===== src/rtl/load_store_unit_if.sv =====
// load_store_unit_if: request/response handshake and data-memory bus of the load/store unit
interface load_store_unit_if;
  logic        req_valid;
  logic        req_ready;
  logic        req_write;
  logic [1:0]  req_size;
  logic        req_unsigned;
  logic [31:0] req_addr;
  logic [31:0] req_wdata;
  logic        resp_valid;
  logic [31:0] resp_rdata;
  logic        resp_error;
  logic [31:0] mem_address;
  logic [31:0] mem_write_data;
  logic        mem_write;
  logic        mem_read;
  logic [31:0] mem_read_data;
  modport slave (
    input  req_valid, req_write, req_size, req_unsigned, req_addr, req_wdata, mem_read_data,
    output req_ready, resp_valid, resp_rdata, resp_error, mem_address, mem_write_data, mem_write, mem_read
  );
  modport master (
    output req_valid, req_write, req_size, req_unsigned, req_addr, req_wdata, mem_read_data,
    input  req_ready, resp_valid, resp_rdata, resp_error, mem_address, mem_write_data, mem_write, mem_read
  );
endinterface


===== src/rtl/load_store_unit.sv =====
// load_store_unit: big-endian byte/halfword/word load-store FSM over a word-addressed memory; LSU_MISALIGN_TRAP_EN enables misalignment traps
module load_store_unit #(
  parameter int WORD_IDX_W = 8
) (
  input logic clk,
  input logic reset,
  load_store_unit_if.slave bus
);
  typedef enum logic [1:0] {IDLE, READ, WRITE, DONE} state_t;
  state_t state_q, state_d;
  logic ready_q, resp_valid_q, mem_read_q, mem_write_q;
  logic [31:0] rdata_q, rdata_d, addr_q, wdata_q, wdata_d;
  logic write_q, unsigned_q;
  logic [1:0] size_q, off_q;
  logic [15:0] st_q;
  logic accept, misalign;
  logic [4:0] shamt;
  logic [31:0] sh, load_val, mask, merged;
  assign accept = bus.req_valid && ready_q;
`ifdef LSU_MISALIGN_TRAP_EN
  logic error_q;
  assign misalign = bus.req_size[1] ? |bus.req_addr[1:0] : bus.req_size[0] & bus.req_addr[0];
  assign bus.resp_error = error_q;
  // Error flag accompanies the DONE pulse of a trapped request only
  always_ff @(posedge clk) begin
    if (reset) error_q <= 1'b0;
    else       error_q <= (state_q == IDLE) && accept && misalign;
  end
`else
  assign misalign = 1'b0;
  assign bus.resp_error = 1'b0;
`endif
  // Big-endian lanes: offset 0 is the most significant byte, so shift right by the distance to bit 0
  assign shamt    = size_q[0] ? {~off_q[1], 4'b0} : {~off_q, 3'b0};
  assign sh       = bus.mem_read_data >> shamt;
  assign load_val = size_q[1] ? bus.mem_read_data :
                    size_q[0] ? {{16{~unsigned_q & sh[15]}}, sh[15:0]} :
                                {{24{~unsigned_q & sh[7]}}, sh[7:0]};
  assign mask     = (size_q[0] ? 32'h0000_FFFF : 32'h0000_00FF) << shamt;
  assign merged   = (bus.mem_read_data & ~mask) | ((size_q[0] ? {2{st_q}} : {4{st_q[7:0]}}) & mask);
  // Next state plus next values of the data-carrying output registers
  always_comb begin
    state_d = state_q;
    case (state_q)
      IDLE:    state_d = !accept ? IDLE : misalign ? DONE : (bus.req_write && bus.req_size[1]) ? WRITE : READ;
      READ:    state_d = write_q ? WRITE : DONE;
      WRITE:   state_d = DONE;
      default: state_d = IDLE;
    endcase
    wdata_d = (state_d != WRITE) ? '0 : (state_q == IDLE) ? bus.req_wdata : merged;
    rdata_d = (state_d != DONE) ? rdata_q : (state_q == READ) ? load_val : '0;
  end
  // State and registered outputs; every strobe is decoded from the next state so it is glitch-free
  always_ff @(posedge clk) begin
    if (reset) begin
      state_q      <= IDLE;
      ready_q      <= 1'b1;
      resp_valid_q <= 1'b0;
      mem_read_q   <= 1'b0;
      mem_write_q  <= 1'b0;
      rdata_q      <= '0;
      addr_q       <= '0;
      wdata_q      <= '0;
    end else begin
      state_q      <= state_d;
      ready_q      <= state_d == IDLE;
      resp_valid_q <= state_d == DONE;
      mem_read_q   <= state_d == READ;
      mem_write_q  <= state_d == WRITE;
      rdata_q      <= rdata_d;
      wdata_q      <= wdata_d;
      if (accept) addr_q <= 32'(bus.req_addr[WORD_IDX_W+1:2]);
    end
  end
  // Request fields held for the whole transaction
  always_ff @(posedge clk) begin
    if (accept) begin
      write_q    <= bus.req_write;
      size_q     <= bus.req_size;
      unsigned_q <= bus.req_unsigned;
      off_q      <= bus.req_addr[1:0];
      st_q       <= bus.req_wdata[15:0];
    end
  end
  assign bus.req_ready      = ready_q;
  assign bus.resp_valid     = resp_valid_q;
  assign bus.resp_rdata     = rdata_q;
  assign bus.mem_read       = mem_read_q;
  assign bus.mem_write      = mem_write_q;
  assign bus.mem_address    = addr_q;
  assign bus.mem_write_data = wdata_q;
endmodule


===== src/flat_wrapper.sv =====
// flat-port wrapper written by rule: the top's interface ports become plain ports
module load_store_unit_flat 
#(
  parameter int WORD_IDX_W = 8
)
  (clk, reset, bus_req_valid, bus_req_write, bus_req_size, bus_req_unsigned, bus_req_addr, bus_req_wdata, bus_mem_read_data, bus_req_ready, bus_resp_valid, bus_resp_rdata, bus_resp_error, bus_mem_address, bus_mem_write_data, bus_mem_write, bus_mem_read);
  load_store_unit_if bus_i ();
  input logic clk;
  input logic reset;
  input wire logic [$bits(bus_i.req_valid)-1:0] bus_req_valid;
  input wire logic [$bits(bus_i.req_write)-1:0] bus_req_write;
  input wire logic [$bits(bus_i.req_size)-1:0] bus_req_size;
  input wire logic [$bits(bus_i.req_unsigned)-1:0] bus_req_unsigned;
  input wire logic [$bits(bus_i.req_addr)-1:0] bus_req_addr;
  input wire logic [$bits(bus_i.req_wdata)-1:0] bus_req_wdata;
  input wire logic [$bits(bus_i.mem_read_data)-1:0] bus_mem_read_data;
  output wire logic [$bits(bus_i.req_ready)-1:0] bus_req_ready;
  output wire logic [$bits(bus_i.resp_valid)-1:0] bus_resp_valid;
  output wire logic [$bits(bus_i.resp_rdata)-1:0] bus_resp_rdata;
  output wire logic [$bits(bus_i.resp_error)-1:0] bus_resp_error;
  output wire logic [$bits(bus_i.mem_address)-1:0] bus_mem_address;
  output wire logic [$bits(bus_i.mem_write_data)-1:0] bus_mem_write_data;
  output wire logic [$bits(bus_i.mem_write)-1:0] bus_mem_write;
  output wire logic [$bits(bus_i.mem_read)-1:0] bus_mem_read;
  assign bus_i.req_valid = bus_req_valid;
  assign bus_i.req_write = bus_req_write;
  assign bus_i.req_size = bus_req_size;
  assign bus_i.req_unsigned = bus_req_unsigned;
  assign bus_i.req_addr = bus_req_addr;
  assign bus_i.req_wdata = bus_req_wdata;
  assign bus_i.mem_read_data = bus_mem_read_data;
  assign bus_req_ready = bus_i.req_ready;
  assign bus_resp_valid = bus_i.resp_valid;
  assign bus_resp_rdata = bus_i.resp_rdata;
  assign bus_resp_error = bus_i.resp_error;
  assign bus_mem_address = bus_i.mem_address;
  assign bus_mem_write_data = bus_i.mem_write_data;
  assign bus_mem_write = bus_i.mem_write;
  assign bus_mem_read = bus_i.mem_read;
  load_store_unit #(.WORD_IDX_W(WORD_IDX_W)) u_core (.clk(clk), .reset(reset), .bus(bus_i));
endmodule

===== config.mk =====
export PLATFORM = sky130hd
export DESIGN_NAME = load_store_unit_flat
export DESIGN_NICKNAME = d
export VERILOG_FILES = /design/src/rtl/load_store_unit_if.sv /design/src/rtl/load_store_unit.sv /design/src/flat_wrapper.sv
export SDC_FILE = /design/constraint.sdc
export NUM_CORES = 1
export LEC_CHECK = 0
export CAP_MARGIN = 0
export CORE_MARGIN = 2
export CORE_UTILIZATION = 38
export DETAILED_ROUTE_END_ITERATION = 6
export GPL_TIMING_DRIVEN = 0
export PLACE_DENSITY = 0.7
export REMOVE_ABC_BUFFERS = 1
export SKIP_CTS_REPAIR_TIMING = 1
export SLEW_MARGIN = 20
export SYNTH_ARGS = -nofsm -noshare
export SYNTH_HDL_FRONTEND = slang
export SYNTH_SLANG_ARGS = --single-unit

===== constraint.sdc =====
create_clock -name clk -period 3.4 [get_ports clk]
set_input_delay 0.85 -clock clk [delete_from_list [all_inputs] [get_ports clk]]
set_output_delay 0.85 -clock clk [all_outputs]
set_load 0.01 [all_outputs]

==> results of run 1 <==
-- routing by layer --
| metal | up-vias | part of all wire | wire [um] | global-route usage |
|---|---|---|---|---|
| met2 | 134 | 0.50 | 6770 | 0.351 |
| met1 | 1935 | 0.42 | 5670 | 0.254 |
| met3 | 21 | 0.061 | 823 | 0.0416 |
| met5 | - | 0 | 0 | 0 |
| met4 | 0 | 0.025 | 340 | 0.0827 |
| li1 | 1934 | - | - | - |
-- logic make-up after synthesis --
| kind of cell | Yosys count | synth area share |
|---|---|---|
| AO/OA/AOI/OAI | 161 | 0.264 |
| adder cells (fa/ha/maj) | 4 | 0.0107 |
| buffers and inverters | 66 | 0.0858 |
| flip-flops | 100 | 0.473 |
| multiplexers | 25 | 0.0533 |
| other | 1 | 0.000799 |
| AND/OR/NAND/NOR | 118 | 0.112 |
-- metrics by stage --
stage	power [mW]	hold WS, ns	TNS, ns	util	setup WS, ns
floorplan	2.42	0.474	-2.94	-	-0.215
global placement	3.08	0.443	-70.75	0.512	-1.74
detailed placement	3.15	0.453	-3.85	0.523	-0.336
CTS	4.19	0.462	0	0.548	0.0103
global route	4.41	0.480	0	0.551	0.109
finish	4.17	0.457	0	0.551	0.245
-- critical path: cells and delay by family --
| kind | cells | cell delay [ns] |
|---|---|---|
| AO/OA/AOI/OAI | 2 | 0.36 |
| AND/OR/NAND/NOR | 3 | 1.09 |
| buffers and inverters | 3 | 1.11 |
-- state kept, by name, summed over array words and instances, names as in the netlist --
signal and count:
u_core.bus.resp_valid 1, u_core.size_q 2, u_core.write_q 1, u_core.bus.resp_rdata 32
u_core.st_q 16, u_core.bus.mem_address 8, u_core.off_q 2, u_core.bus.mem_read 1
u_core.bus.mem_write_data 32, u_core.state_q 2, u_core.bus.mem_write 1, u_core.bus.req_ready 1
u_core.unsigned_q 1
-- power groups by stage --
stage	logic [mW]	clock network (mW)	registers (mW)
floorplan	0.802	0	1.62
global placement	1.50	0	1.58
detailed placement	1.59	0	1.57
CTS	1.59	1.06	1.54
global route	1.75	1.10	1.55
finish	1.60	1.03	1.53
-- worst max-delay path by stage --
stage                                 start                         to  slack, ns  cells after the start
after floorplan           u_core.state_q[0]  u_core.bus.resp_rdata[10]      -0.21                      6
after global placement        bus_req_valid  u_core.bus.resp_rdata[13]      -1.74                      7
after detailed placement      bus_req_valid  u_core.bus.resp_rdata[12]      -0.34                      8
after CTS                     bus_req_valid   u_core.bus.resp_rdata[8]       0.01                      8
after global routing          bus_req_valid  u_core.bus.resp_rdata[12]       0.11                      8
final                         bus_req_valid  u_core.bus.resp_rdata[12]       0.24                      8
-- layout by cell type, fill, tap and decap left out, types with 2 or more instances in the layout --
| cell type | instances |
|---|---|
| buf_16 | 4 |
| nor2b_1 | 9 |
| o22ai_1 | 15 |
| o2bb2ai_2 | 20 |
| clkbuf_1 | 3 |
| dfxtp_1 | 78 |
| ha_1 | 3 |
| inv_1 | 2 |
| clkdlybuf4s50_1 | 156 |
| clkbuf_8 | 3 |
| o21ai_0 | 8 |
| a211o_1 | 17 |
| nand2_1 | 50 |
| inv_2 | 3 |
| nand2_2 | 2 |
| nor3_1 | 11 |
| a21oi_4 | 2 |
| a21o_1 | 8 |
| clkbuf_16 | 10 |
| mux2i_1 | 25 |
| nor2_1 | 37 |
| conb_1 | 25 |
| edfxtp_1 | 22 |
| a22o_1 | 7 |
| a21oi_1 | 73 |
| o2bb2ai_1 | 5 |
-- final cells by class --
cell class,instances,area [sq um],share of cell area
inverter,6,25.0,0.00378
timing repair buffer,162,1700,0.257
sequential,100,2220,0.336
clock buffer,16,303,0.0458
tap,147,184,0.0278
multi-input combinational,333,2190,0.330
==> key figures, run 1 <==
Power and ir drop
  – Internal: 2.73 mW
  – Clock share of power: 0.248
  – Logic pwr share: 0.384
  – Switching Share: 0.344
  – P_leak: 2.48 nW
  – Maximum VDD drop: 0.895 mV
  – Pwr per Cell Area: 630 mW/mm^2
  – NetSw: 1.44 mW
  – Sequential share of power: 0.368

Layout
  – Final #Nets: 719
  – Filler cells: 1,082
  – Share of post-route cells with drive strength above 1: 0.0972
  – Final std cells w/o fill: 764
  – Antenna diodes: 0
  – Layout area overhead: 41.0%
  – Post-Layout Inst Area: 0.00662 sq mm

Global routing
  – Vias in the first global route: 3,947
  – Overflow after GRT: 0
  – First-pass GRT wire length: 20.9 mm
  – Total global-route track usage: 0.205
  – Largest net degree at the start of global routing: 67
  – Antenna violations before repair: 0

Routing
  – Vias: 4,024
  – Aggregate routed wire length: 13.6 mm
  – Antenna viol nets, final: 0
  – DR vias/cell: 5.27
  – Drt initial violations: 181
  – DR WL/cell: 17.8 um
  – Drt pass-1 iters: 4
  – DR DRC count: 0

STA
  – Min cycle time layout: 3.16 ns
  – Max Clock Skew: 0.00592 ns
  – RSZ-0062 raised after global routing: no
  – F_max: 0.317 GHz
  – Rel. slew slack: 0.322
  – Final Hold Viols: 0
  – Count of pins over their slew limit: 0
  – Tightest Pin Transition: 1.01 ns
  – Final period util: 0.928
  – Final setup fails: 0

Synth
  – Synthesized area: 0.00469 sq mm
  – Most frequent cell after synthesis: dfxtp_1
  – Number of synthesis warnings: 0
  – Yosys top cell by area: dfxtp_1
  – Synth area leaders: dfxtp_1, edfxtp_1, a21oi_1, o2bb2ai_2, mux2i_1
  – Post-synth cell types: 40
  – Commonest cells post-synth: dfxtp_1, a21oi_1, nand2_1, nor2_1, buf_4
  – EDFF count, synth: 22
  – Synth Flop Type: dfxtp_1
  – Synth Instances: 475
  – Avg Synthesized Cell Area: 9.88 sq um
  – Flops & latches, synth: 100
  – Async set-reset flop share out of synthesis: 0
  – Top-area cell type share of the netlist area: 0.333
  – Sequential fraction of the synthesis area: 0.473

Floorplanning
  – Die width: 115 um
  – Starting Density: 0.391
  – Core area: 0.0120 sq mm
  – Die area: 0.0133 sq mm
  – I/O pin count: 204
  – Std-Cell Rows: 40
  – Die span in y: 115 um

Worst setup path
  – Reg2reg end: u_core.bus.resp_rdata[7]
  – Arr. time, crit path: 3.45 ns
  – R2R depth: 5
  – CP Class: input pin to flip-flop
  – Crit path max fanout: 32
  – R2R Setup Slk: 0.52 ns
  – Crit end category: flip-flop
  – Crit-path slowest cell: or3_2
  – WP data required: 3.69 ns
  – Reg2reg start: u_core.size_q[0]
  – Max stage delay on crit path: 0.78 ns
  – Critical-path cell list: clkdlybuf4s50_1 -> nand2_2 -> inv_4 -> a311oi_2 -> or3_2 -> buf_16 -> nor2_8 -> a22o_1
  – Startpoint types: input pin

Placement
  – Placed cell count: 747
  – GPL Wtd Cong: 0.784
  – Placed inst area: 0.00628 sq mm
  – Buffers added on ports: 156
  – Post-DP HPWL: 9.55 mm

Job
  – Max cap viols: 0

CTS
  – Clk pin slew, worst setup/hold paths: 0.06 ns
  – Htree depth: 3
  – CTS tree: done
  – Clock sinks: 100
  – CTS Buffer Depth: 2
  – Worst skew pair latency: 0.35 ns
  – Root buffer cell: clkbuf_16
  – Num CTS Buffers: 9

Hold path
  – Min-delay src: u_core.bus.mem_address[2]
  – Hold crit path type: flip-flop to flip-flop
  – Hold depth: 2
  – Hold path endpoint: u_core.bus.mem_address[2]

Outcome
  – Status: finished clean
Note: power is estimated with default switching activity, not from simulation.
==> inputs of run 2 (changes only) <==
Settings changed: REMOVE_ABC_BUFFERS 1 to default.
==> run 2 against run 1 <==
Effect of this change: non-clock buffer count rose by 54; worst hold slack better by 0.00070 ns; via count up 2.9%; sequential share of layout area fell by 1.0 points; clock skew grew 0.0031 ns; sequential power about the same; utilization increased by 1.7 points; count of clock-buffer cells in the layout shrank 6; fmax up 17%; register-to-register slack better by 0.66 ns.
==> key figures, run 2 (synthesis results as in run 1) <==
Power and ir drop
  – Clock share of power: 0.243
  – Pwr per Cell Area: 615 mW/mm^2
  – Internal: 2.70 mW
  – Logic pwr share: 0.397
  – NetSw: 1.49 mW
  – P_leak: 2.65 nW
  – Sequential share of power: 0.361
  – Switching Share: 0.356
  – Maximum VDD drop: 0.437 mV

Layout
  – Final #Nets: 773
  – Fin util: 0.568
  – Footprint of the multi-input gates: 0.00216 sq mm
  – Antenna diodes: 0
  – Layout area overhead: 45.4%
  – Share of post-route cells with drive strength above 1: 0.139
  – Most common cell after layout, fill and taps aside: clkdlybuf4s50_1
  – Register area: 0.00222 sq mm
  – Filler cells: 1,034
  – Final std cells w/o fill: 818
  – Most frequent cells in the layout: clkdlybuf4s50_1, dfxtp_1, a21oi_1

Worst setup path
  – WP data required: 3.67 ns
  – Reg2reg end: u_core.bus.resp_rdata[20]
  – R2R depth: 8
  – Setup crit end: u_core.bus.resp_rdata[20]
  – Crit end category: flip-flop
  – CP Class: input pin to flip-flop
  – Crit path max fanout: 31
  – Reg2reg start: u_core.state_q[1]
  – R2R Setup Slk: 1.18 ns
  – CP startpoint: bus_req_valid
  – Startpoint types: input pin
  – Arr. time, crit path: 2.97 ns

Placement
  – Post-DP HPWL: 11.4 mm
  – Placed cell count: 802
  – Buffers added on ports: 156
  – GPL Wtd Cong: 0.937

Routing
  – DR vias/cell: 5.06
  – Drt initial violations: 252
  – DR DRC count: 0
  – Vias: 4,142
  – Antenna viol nets, final: 0
  – Drt pass-1 iters: 5
  – DR WL/cell: 17.9 um
  – Aggregate routed wire length: 14.7 mm

Global routing
  – Antenna violations before repair: 0
  – First-pass GRT wire length: 22.0 mm
  – Overflow after GRT: 0
  – Vias in the first global route: 4,085
  – Total global-route track usage: 0.219
  – Largest net degree at the start of global routing: 32

STA
  – Count of pins over their slew limit: 0
  – Max Clock Skew: 0.00902 ns
  – Final Hold Viols: 0
  – Tightest Pin Transition: 0.579 ns
  – Rel. slew slack: 0.614
  – RSZ-0062 raised after global routing: no
  – Final setup fails: 0
  – Final period util: 0.791
  – Min cycle time layout: 2.69 ns
  – F_max: 0.372 GHz
  – Setup TNS: 0 ns

CTS
  – Num CTS Buffers: 9
  – Clk pin slew, worst setup/hold paths: 0.07 ns
  – CTS Buffer Depth: 2
  – Root buffer cell: clkbuf_16
  – Clock sinks: 100
  – Worst skew pair latency: 0.35 ns
  – Htree depth: 3
  – CTS tree: done

Floorplanning
  – Die width: 115 um
  – Die span in y: 115 um
  – I/O pin count: 204
  – Core area: 0.0120 sq mm
  – Die area: 0.0133 sq mm
  – Starting Density: 0.391
  – Std-Cell Rows: 40

Outcome
  – Status: finished clean

Hold path
  – Hold crit path type: flip-flop to flip-flop

Job
  – Max cap viols: 0
==> run 2: how the worst min path moves through the flow <==
stage | startpoint | end | cells after the start
final | u_core.bus.mem_address[4] | u_core.bus.mem_address[4] | 2
after detailed placement | u_core.bus.mem_address[7] | u_core.bus.mem_address[7] | 2
after floorplan | u_core.bus.mem_address[0] | u_core.bus.mem_address[0] | 2
after global routing | u_core.bus.mem_address[4] | u_core.bus.mem_address[4] | 2
after global placement | u_core.bus.mem_address[3] | u_core.bus.mem_address[3] | 2
after CTS | u_core.bus.mem_address[7] | u_core.bus.mem_address[7] | 2
==> run 2: area by class of cell <==
class / count / share of cell area
multi-input combinational: 333 / 0.316
sequential: 100 / 0.326
clock buffer: 10 / 0.0336
tap: 147 / 0.0270
timing repair buffer: 156 / 0.229
clock inverter: 6 / 0.00953
buffer: 60 / 0.0557
inverter: 6 / 0.00330
==> run 2: stage by stage <==
step                      worst slack, ns  instance area, sq um  power (mW)  hold slack [ns]
after CTS                           0.644                  6820        4.20            0.459
after global placement              0.350                  6530        3.15            0.444
after global routing                0.465                  6820        4.42            0.476
after floorplan                      1.14                  4780        2.51            0.481
final                               0.710                  6820        4.20            0.458
after detailed placement            0.284                  6530        3.18            0.450
==> run 2: critical path, stage by stage <==
cell	delay, ns
clkdlybuf4s50_1	0.41
nand2_2	0.17
inv_2	0.07
buf_6	0.20
a41oi_4	0.31
nor3_1	0.08
nor2_1	0.37
buf_2	0.37
o2bb2ai_2	0.14
==> run 2: power by group through the flow <==
stage / Sequential, mW / Clock (mW) / Combinational, mW
3_5_place_dp: 1.53 / 0 / 1.65
2_1_floorplan: 1.58 / 0 / 0.922
3_3_place_gp: 1.53 / 0 / 1.62
4_1_cts: 1.51 / 1.02 / 1.67
5_1_grt: 1.53 / 1.08 / 1.81
6_report: 1.51 / 1.02 / 1.67
==> run 2: metal layers <==
metal  vias up  global-route usage  part of all wire
met5         -                   0                 0
met4         0              0.0859             0.031
met3        35              0.0538             0.077
met2       193               0.360              0.47
met1      1878               0.279              0.42
li1       2036                   -                 -
